**config.mk**
```make
export PLATFORM = sky130hd
export DESIGN_NAME = uart_tx_buffered
export DESIGN_NICKNAME = d
export VERILOG_FILES = /design/src/rtl/uart_pkg.sv /design/src/rtl/byte_fifo.sv /design/src/rtl/uart_tx_buffered.sv
export SDC_FILE = /design/constraint.sdc
export NUM_CORES = 1
export LEC_CHECK = 0
export ABC_AREA = 0
export BUFFER_PORTS_ARGS = -buffer_cell sky130_fd_sc_hd__buf_4
export CAP_MARGIN = 40
export CORE_MARGIN = 2
export CORE_UTILIZATION = 50
export DETAILED_ROUTE_END_ITERATION = 7
export PLACE_DENSITY = 0.71
export SYNTH_ARGS = -nofsm -noshare
export SYNTH_HDL_FRONTEND = slang
export SYNTH_SLANG_ARGS = --single-unit
```
**constraint.sdc**
```tcl
create_clock -name clk -period 2.26 [get_ports clk]
set_clock_uncertainty 0.1 [all_clocks]
set_input_delay 0 -clock clk [delete_from_list [all_inputs] [get_ports clk]]
set_output_delay 0 -clock clk [all_outputs]
set_load 0.01 [all_outputs]
```
**src/rtl/uart_pkg.sv**
```systemverilog
// Shared UART definitions: TX state encoding and baud divisor computation.
package uart_pkg;

  typedef enum logic [1:0] {
    IDLE  = 2'd0,
    START = 2'd1,
    DATA  = 2'd2,
    STOP  = 2'd3
  } tx_state_t;

  // Clock cycles per bit, integer-truncated.
  function automatic int unsigned calc_div(input int unsigned clock_freq,
                                           input int unsigned baud_rate);
    return clock_freq / baud_rate;
  endfunction

endpackage

```
**src/rtl/byte_fifo.sv**
```systemverilog
// Synchronous byte FIFO with registered count/full/empty; storage is not reset.
module byte_fifo #(
  parameter int unsigned DEPTH = 16
) (
  input  logic                         clk,
  input  logic                         rst,
  input  logic [7:0]                   wr_data,
  input  logic                         wr_en,
  input  logic                         rd_en,
  output logic [7:0]                   rd_data_c,
  output logic [$clog2(DEPTH+1)-1:0]   count,
  output logic                         full,
  output logic                         empty
);

  localparam int unsigned PTR_W = $clog2(DEPTH);
  localparam int unsigned CNT_W = $clog2(DEPTH + 1);

  logic [7:0]       mem [DEPTH];
  logic [PTR_W-1:0] wr_ptr;
  logic [PTR_W-1:0] rd_ptr;
  logic [CNT_W-1:0] count_d;
  logic             wr_acc_c;
  logic             rd_acc_c;

  // A write against the registered full flag is dropped even if a pop happens this cycle.
  assign wr_acc_c  = wr_en && !full;
  assign rd_acc_c  = rd_en && !empty;
  assign rd_data_c = mem[rd_ptr];

  // Next occupancy; simultaneous push and pop leave it unchanged.
  always_comb begin
    count_d = count;
    if (wr_acc_c && !rd_acc_c) begin
      count_d = count + CNT_W'(1);
    end else if (!wr_acc_c && rd_acc_c) begin
      count_d = count - CNT_W'(1);
    end
  end

  // Byte storage.
  always_ff @(posedge clk) begin
    if (wr_acc_c) begin
      mem[wr_ptr] <= wr_data;
    end
  end

  // Pointers wrap naturally; status flags registered from the next count.
  always_ff @(posedge clk or posedge rst) begin
    if (rst) begin
      wr_ptr <= '0;
      rd_ptr <= '0;
      count  <= '0;
      full   <= 1'b0;
      empty  <= 1'b1;
    end else begin
      if (wr_acc_c) begin
        wr_ptr <= wr_ptr + PTR_W'(1);
      end
      if (rd_acc_c) begin
        rd_ptr <= rd_ptr + PTR_W'(1);
      end
      count <= count_d;
      full  <= (count_d == CNT_W'(DEPTH));
      empty <= (count_d == '0);
    end
  end

endmodule

```
**src/rtl/uart_tx_buffered.sv**
```systemverilog
// Buffered 8N1 UART transmitter: byte FIFO feeding a back-to-back frame serialiser.
module uart_tx_buffered
  import uart_pkg::*;
#(
  parameter int unsigned CLOCK_FREQ = 100_000_000,
  parameter int unsigned BAUD_RATE  = 115200,
  parameter int unsigned FIFO_DEPTH = 16
) (
  input  logic                              clk,
  input  logic                              rst,
  input  logic [7:0]                        data_in,
  input  logic                              wr_en,
  output logic                              full,
  output logic [$clog2(FIFO_DEPTH+1)-1:0]   count,
  output logic                              RsTx,
  output logic                              sending,
  output logic                              sent
);

  localparam int unsigned DIV    = calc_div(CLOCK_FREQ, BAUD_RATE);
  localparam int unsigned BAUD_W = (DIV > 1) ? $clog2(DIV) : 1;

  tx_state_t         state_q;
  tx_state_t         state_d;
  logic [BAUD_W-1:0] baud_q;
  logic [BAUD_W-1:0] baud_d;
  logic [2:0]        bit_q;
  logic [2:0]        bit_d;
  logic [7:0]        shift_q;
  logic [7:0]        shift_d;
  logic              tx_d;
  logic              sent_d;
  logic              pop_c;
  logic              bit_end_c;
  logic              fifo_empty;
  logic [7:0]        head_c;

  // Byte buffer between the host write strobe and the serialiser.
  byte_fifo #(
    .DEPTH (FIFO_DEPTH)
  ) u_fifo (
    .clk       (clk),
    .rst       (rst),
    .wr_data   (data_in),
    .wr_en     (wr_en),
    .rd_en     (pop_c),
    .rd_data_c (head_c),
    .count     (count),
    .full      (full),
    .empty     (fifo_empty)
  );

  assign bit_end_c = (baud_q == BAUD_W'(DIV - 1));

  // Next-state, baud counter, bit index, shifter and line/pulse values.
  always_comb begin
    state_d = state_q;
    baud_d  = baud_q;
    bit_d   = bit_q;
    shift_d = shift_q;
    pop_c   = 1'b0;

    case (state_q)
      IDLE: begin
        baud_d = '0;
        if (!fifo_empty) begin
          pop_c   = 1'b1;
          shift_d = head_c;
          state_d = START;
        end
      end
      START: begin
        if (bit_end_c) begin
          baud_d  = '0;
          bit_d   = '0;
          state_d = DATA;
        end else begin
          baud_d = baud_q + BAUD_W'(1);
        end
      end
      DATA: begin
        if (bit_end_c) begin
          baud_d = '0;
          if (bit_q == 3'd7) begin
            state_d = STOP;
          end else begin
            shift_d = {1'b0, shift_q[7:1]};
            bit_d   = bit_q + 3'(1);
          end
        end else begin
          baud_d = baud_q + BAUD_W'(1);
        end
      end
      STOP: begin
        if (bit_end_c) begin
          baud_d = '0;
          if (!fifo_empty) begin
            pop_c   = 1'b1;
            shift_d = head_c;
            state_d = START;
          end else begin
            state_d = IDLE;
          end
        end else begin
          baud_d = baud_q + BAUD_W'(1);
        end
      end
      default: begin
        state_d = IDLE;
        baud_d  = '0;
      end
    endcase

    // Line level and end-of-frame pulse follow the upcoming cycle's state.
    case (state_d)
      START:   tx_d = 1'b0;
      DATA:    tx_d = shift_d[0];
      default: tx_d = 1'b1;
    endcase
    sent_d = (state_d == STOP) && (baud_d == BAUD_W'(DIV - 1));
  end

  // State and registered outputs; reset forces the line high at once.
  always_ff @(posedge clk or posedge rst) begin
    if (rst) begin
      state_q <= IDLE;
      baud_q  <= '0;
      bit_q   <= '0;
      shift_q <= '0;
      RsTx    <= 1'b1;
      sent    <= 1'b0;
      sending <= 1'b0;
    end else begin
      state_q <= state_d;
      baud_q  <= baud_d;
      bit_q   <= bit_d;
      shift_q <= shift_d;
      RsTx    <= tx_d;
      sent    <= sent_d;
      sending <= (state_d != IDLE);
    end
  end

endmodule

```
Yosys cells after proc, flatten, opt, wreduce, memory -nomap -nowiden. Memories as Yosys holds them, arrays and structs flattened. Cells that the tools add are included.

Add/sub/neg operators: 6. $mul: 0. Divide/modulo/power cells: 0. Magnitude comparators: 0. Equality and inequality tests: 14. Shift operators: 0. Muxes and demuxes: 26. Bitwise logic cells: 0. Reductions and logical operators: 17.

Operators by type and width (number): 8-bit two-way mux (4); 8-bit one-hot mux with 3 select lines (1); 10-bit == test (second input constant) (2); 10-bit one-hot mux with 2 select lines (1); 10-bit by 1-bit adder with 10-bit output (second input constant) (1); 10-bit two-way mux (1); 2-bit two-way mux (5); 5-bit two-way mux (2); 3-bit two-way mux (3); 4-bit by 1-bit adder with 4-bit output (second input constant) (2); 2-bit == test (second input constant) (4); 2-bit != test (second input constant) (4); 2-bit one-hot mux with 4 select lines (1); 4-bit AND reduction (2); 3-bit one-hot mux with 2 select lines (1); 5-bit by 1-bit adder with 5-bit output (second input constant) (1); 5-bit == test (second input constant) (1); 1-bit logical AND (5); 5-bit logical NOT (1); 1-bit two-way mux (5); 5-bit by 1-bit subtractor with 5-bit output (second input constant) (1); 2-bit by 1-bit == test with 1-bit output (second input constant) (2); 1-bit logical NOT (4); 1-bit one-hot mux with 2 select lines (2); 6 further kinds (7).

Bits in registers: 41. Latch bits: 0. Memory bits (writable): 128. Bits in read-only memories: 0. Input bits: 11. Output and inout bits: 9. Word-level logic and storage cells: 77. Memories kept: 1.

Memory list: u_fifo.mem (words 16, width 8, rd ports 1, clocked after memory_dff 0, wr ports 1, line byte_fifo.sv:19) `logic [7:0] mem [DEPTH];`.

Logic depth before layout (Yosys ltp).
Depth after elaboration: 8. Mapped depth: 10. Depth with buffers taken out: 9.

Modules after synthesis. A second synthesis with hierarchy kept.

Cells, all modules: 450. Area total of the unflattened synthesis: 7380.8 um^2.

Modules (own cells, without submodules): byte_fifo (times used 1, cells each 302, area each 5820.6 um^2, sequential area each 4220.3 um^2); uart_tx_buffered (times used 1, cells each 148, area each 1560.2 um^2, sequential area each 651.9 um^2).

Worst setup path before layout. Ideal clock, no wire load.

Kind: reg2reg. Start: register bit_q[0]. End: register RsTx. Setup time: 73 ps. Arrival: 2061 ps. Required time: 2087 ps. Setup slack: 26 ps. Stages on the path, launching flop included: 10. Path buffers: 1. Clock period less this slack: 2234 ps. Path through: dfrtp_1 > ha_1 > ha_1 > clkbuf_1 > or3b_2 > nor4_4 > and2_1 > a221o_1 > nor3_1 > a21oi_1.

Elaborated cells between the ends (all ways): 10. Classes of those cells: eq/ne: 3; mux: 7.

RTL lines: from (decl) (line uart_tx_buffered.sv:27) `logic [2:0] bit_q;`; from (signal assigned) (line uart_tx_buffered.sv:136) `bit_q <= bit_d;`; 3-bit == test (line uart_tx_buffered.sv:84) `if (bit_q == 3'd7) begin`; 8-bit two-way mux (line uart_tx_buffered.sv:84); 8-bit two-way mux (line uart_tx_buffered.sv:82) `if (bit_end_c) begin`; 8-bit one-hot mux with 3 select lines (line uart_tx_buffered.sv:63) `case (state_q)`; named net shift_d[0] (line uart_tx_buffered.sv:30) `logic [7:0] shift_d;`; 1-bit one-hot mux with 2 select lines (line uart_tx_buffered.sv:115) `case (state_d)`; named net tx_d (line uart_tx_buffered.sv:31) `logic tx_d;`; to (signal assigned) (line uart_tx_buffered.sv:138) `RsTx <= tx_d;`; to (decl) (line uart_tx_buffered.sv:15) `output logic RsTx,`.

The timed path passes the listed nets, and every way through them passes these cells. The select of a mux whose other input is x is not followed. A chain may end at the register's enable or synchronous reset.

Worst setup path in the final report.
Start: register state_q[1]. End: register u_fifo.full.

Word-level cells in the longest chain between the ends: 7. Elaborated cells between the ends (all ways): 10. Classes of those cells: eq/ne: 2; mux: 3; reduce/logical: 5.

RTL lines: from (decl) (line uart_tx_buffered.sv:23) `tx_state_t state_q;`; from (signal assigned) (line uart_tx_buffered.sv:134) `state_q <= state_d;`; 2-bit == test or 2-bit logical NOT (tied branches) (line uart_tx_buffered.sv:63); 1-bit one-hot mux with 2 select lines * (line uart_tx_buffered.sv:63); 1-bit logical AND * (line byte_fifo.sv:28) `assign rd_acc_c = rd_en && !empty;`; 1-bit logical AND or 1-bit logical NOT (tied branches) (line byte_fifo.sv:36, byte_fifo.sv:34); 5-bit two-way mux or 1-bit logical AND (tied branches) (line byte_fifo.sv:36, byte_fifo.sv:34); 5-bit two-way mux * (line byte_fifo.sv:34) `if (wr_acc_c && !rd_acc_c) begin`; named net u_fifo.count_d[3] (line byte_fifo.sv:22) `logic [CNT_W-1:0] count_d;`; 5-bit == test * (line byte_fifo.sv:64) `full <= (count_d == CNT_W'(DEPTH));`; to (signal assigned) (line byte_fifo.sv:64); to (decl) (line byte_fifo.sv:12) `output logic full,`.

Mark *: on every way through the listed nets, which the timed path passes. The rest lies on a longest branch.

==> metrics.yaml <==
cts-root-buf: "clkbuf_16"
die_w_um: 125
ys_seq_elements: 169
coreArea_sq_um: 14400
cap_violations: 0
synth_nets: 460
finalNetCount: 522
seq_area_frac_synth_pct: 67.0
finalNonFillerCells: 692
cts_sinks: 169
cts_buffers: 17
pre_cts_ws_ns: -0.00765
start_util_pct: 50.6
startpoint_type: "flip-flop"
report.power.total_uw: 7450
gr-total-overflow: 0
area_growth_pct: 17.8
nFillCells: 1017
grt_pass1_vias: 3972
final-setup-viol-count: 0
worstSetupPathType: "reg -> reg"
cts_buffer_depth: 2
yosys_warnings: 0
cp_max_fo: 5
n_antenna_cell: 0
dpl.hpwl_mm: 8.98
async_flop_share_pct: 24.3
syn_inst: 433
io_pins: 20
worstPathArrival_ns: 2.37
grt_setup_unrepaired: "true"
die-area_sq_um: 15500
max_slew_margin_pct: 61.5
row_count: 44
cts.clk_slew.worst_paths_ns: 0.06
power_density_nw_per_um2: 869
leakage_uw: 0.00312
portBuffers: 19
cts_tree: "done"
fin_ws_ns: 0.0946
placed_cells: 648
clk_latency_ns: 0.43
post-route-min-period_ns: 2.17
chipHeight_um: 125
tightest_slew_ns: 0.577
grt_use_total_pct: 17.9
vias: 3875
drc: 0
hold_path.class: "in -> reg"
critPathRequiredTime_ns: 2.47
status: "finished, final reports clean"
drv_slew: 0
holdWs_ns: 0.0359
peakVddDrop_uv: 674
drtPass1Iterations: 5
synth_cell_type_count: 58
ant_nets: 0
crit_path_end_kind: "flip-flop"
htree_num_levels: 4
period_share_pct: 95.8
synthFlopType: "edfxtp_1"
drt_iter0_markers: 221
fmax_mhz: 462
avgSynthCellArea_sq_um: 16.8
synth_edf_count: 128
fin_util_pct: 59.6
wl_per_cell_um: 18.9
wirelength_mm: 13.1
syn_area_sq_um: 7270
timing_hold_violations_final: 0
drive_gt1_share_pct: 28.3
gp_congestion: 0.843
grt_max_degree: 29
antenna_found_initial: 0
viasPerCell: 5.60
grt_pass1_wl_mm: 21.3
per-layer routing:
metal | up-vias | GRT usage (%) | wire (um)
met3 | 15 | 3.78 | 388
met1 | 2002 | 23.1 | 5760
met4 | 0 | 6.35 | 167
met2 | 64 | 30.3 | 6770
met5 | - | 0 | 0
li1 | 1794 | - | -
synthesized netlist by cell type (2+ instances only):
library cell,n,area share [%]
nor2_1,19,0.98
xnor2_1,12,1.4
clkbuf_1,8,0.41
nor3_1,8,0.55
a22oi_1,5,0.52
mux4_2,38,12
dfrtp_1,39,13
buf_2,6,0.41
nand2b_1,4,0.34
and2_1,17,1.5
xor2_1,5,0.60
a221o_1,2,0.28
a211oi_1,3,0.31
o21a_1,3,0.31
ha_1,16,2.8
and4_1,2,0.24
a21boi_0,2,0.21
nand3_1,5,0.34
inv_1,19,0.98
a22o_1,3,0.36
nor3b_1,2,0.21
o21ai_0,14,0.96
nand4_1,9,0.77
and3_1,2,0.17
a21oi_1,5,0.34
nor2b_1,5,0.43
nand2_1,17,0.88
edfxtp_1,128,53
mux2i_1,5,0.69
dfstp_2,2,0.72
placed cells by master, fill, tap and decap left out, types with 2 or more instances in the layout:
| cell | count |
|---|---|
| nor3b_1 | 2 |
| nor3_1 | 7 |
| nor2b_2 | 2 |
| clkbuf_16 | 17 |
| o21a_1 | 3 |
| nor3_2 | 2 |
| a221o_1 | 2 |
| a22oi_1 | 5 |
| mux4_2 | 38 |
| ha_1 | 15 |
| a21boi_0 | 2 |
| nor2_1 | 19 |
| nor2b_1 | 3 |
| nand2b_1 | 4 |
| mux2i_1 | 4 |
| nand4_1 | 9 |
| nand2_1 | 17 |
| xor2_1 | 4 |
| and2_1 | 17 |
| dlygate4sd3_1 | 9 |
| inv_1 | 18 |
| dfstp_2 | 2 |
| buf_4 | 45 |
| nand3_1 | 5 |
| edfxtp_1 | 128 |
| and3_1 | 2 |
| a21oi_1 | 5 |
| buf_12 | 6 |
| a22o_1 | 3 |
| clkinv_2 | 3 |
| a211oi_1 | 3 |
| dfrtp_1 | 38 |
| xnor2_1 | 12 |
| o21ai_0 | 14 |
| inv_8 | 3 |
| inv_6 | 4 |
| clkinv_4 | 2 |
| clkbuf_1 | 2 |
| and4_1 | 2 |
worst max-delay path, cell delays in order (launching register included):
cell and delay (ns):
dfrtp_1 0.44, inv_2 0.09, ha_1 0.20, nor2b_2 0.18
a41oi_4 0.20, or2_4 0.18, buf_4 0.14, mux2i_4 0.24
xor2_2 0.23, nor3_2 0.07
final timing paths:
path | start | to | slack, ns | cells after the start
min reg2reg | shift_q[7] | shift_q[7] | 0.39 | 2
min in group asynchronous | rst | u_fifo.rd_ptr[3] | 0.11 | 3
max | state_q[1] | u_fifo.full | 0.09 | 9
min | wr_en | u_fifo.wr_ptr[0] | 0.04 | 4
max in group asynchronous | rst | RsTx | 1.14 | 4
max reg2reg | state_q[1] | u_fifo.full | 0.09 | 9
power by group:
| part | switching, uW | total, uW | internal (uW) |
|---|---|---|---|
| clock | 1240 | 2670 | 1440 |
| combinational | 524 | 932 | 408 |
| sequential | 167 | 3840 | 3680 |
kinds of logic (layout without fill, tap and decap cells):
logic type / after synthesis / in the layout / synth area share (%)
flops: 169 / 169 / 67.0
buf+inv: 36 / 111 / 2.12
fa+ha+maj: 16 / 16 / 2.75
xor+xnor: 18 / 18 / 2.27
simple gates: 104 / 104 / 8.53
mux: 45 / 45 / 12.8
compound gates: 45 / 45 / 4.54
through the flow:
stage                     area [sq um]   TNS, ns
after floorplan                   7270         0
after global placement            7860         0
after detailed placement          7860  -0.00834
after CTS                         8500         0
after global routing              8570   -0.0361
final                             8570         0
sequential cells by signal, summed over array words and instances (netlist names):
register       cells
shift_q            8
sent               1
bit_q              3
sending            1
state_q            2
u_fifo.wr_ptr      4
u_fifo.count       5
baud_q            10
u_fifo.empty       1
u_fifo.full        1
u_fifo.rd_ptr      4
u_fifo.mem       128
RsTx               1
cell type report:
| type | count | area, sq um | area share (%) |
|---|---|---|---|
| clock buffer | 19 | 433 | 5.05 |
| timing repair buffer | 60 | 548 | 6.40 |
| inverter | 19 | 71.3 | 0.832 |
| clock inverter | 13 | 109 | 1.27 |
| sequential | 169 | 4870 | 56.9 |
| tap | 184 | 230 | 2.69 |
| multi-input combinational | 228 | 2300 | 26.9 |
timing repair:
| item | 4_1_cts | 5_1_grt |
|---|---|---|
| endpoints found under the hold margin | 141 | 0 |
| buffers inserted | 0 | 3 |
| pin swaps | 1 | 1 |
| gates cloned | 0 | 0 |
| gates resized for setup | 2 | 9 |
| setup endpoints to repair | 2 | 5 |
| hold buffers | 9 | 0 |
(Power assumes the default switching activity.)
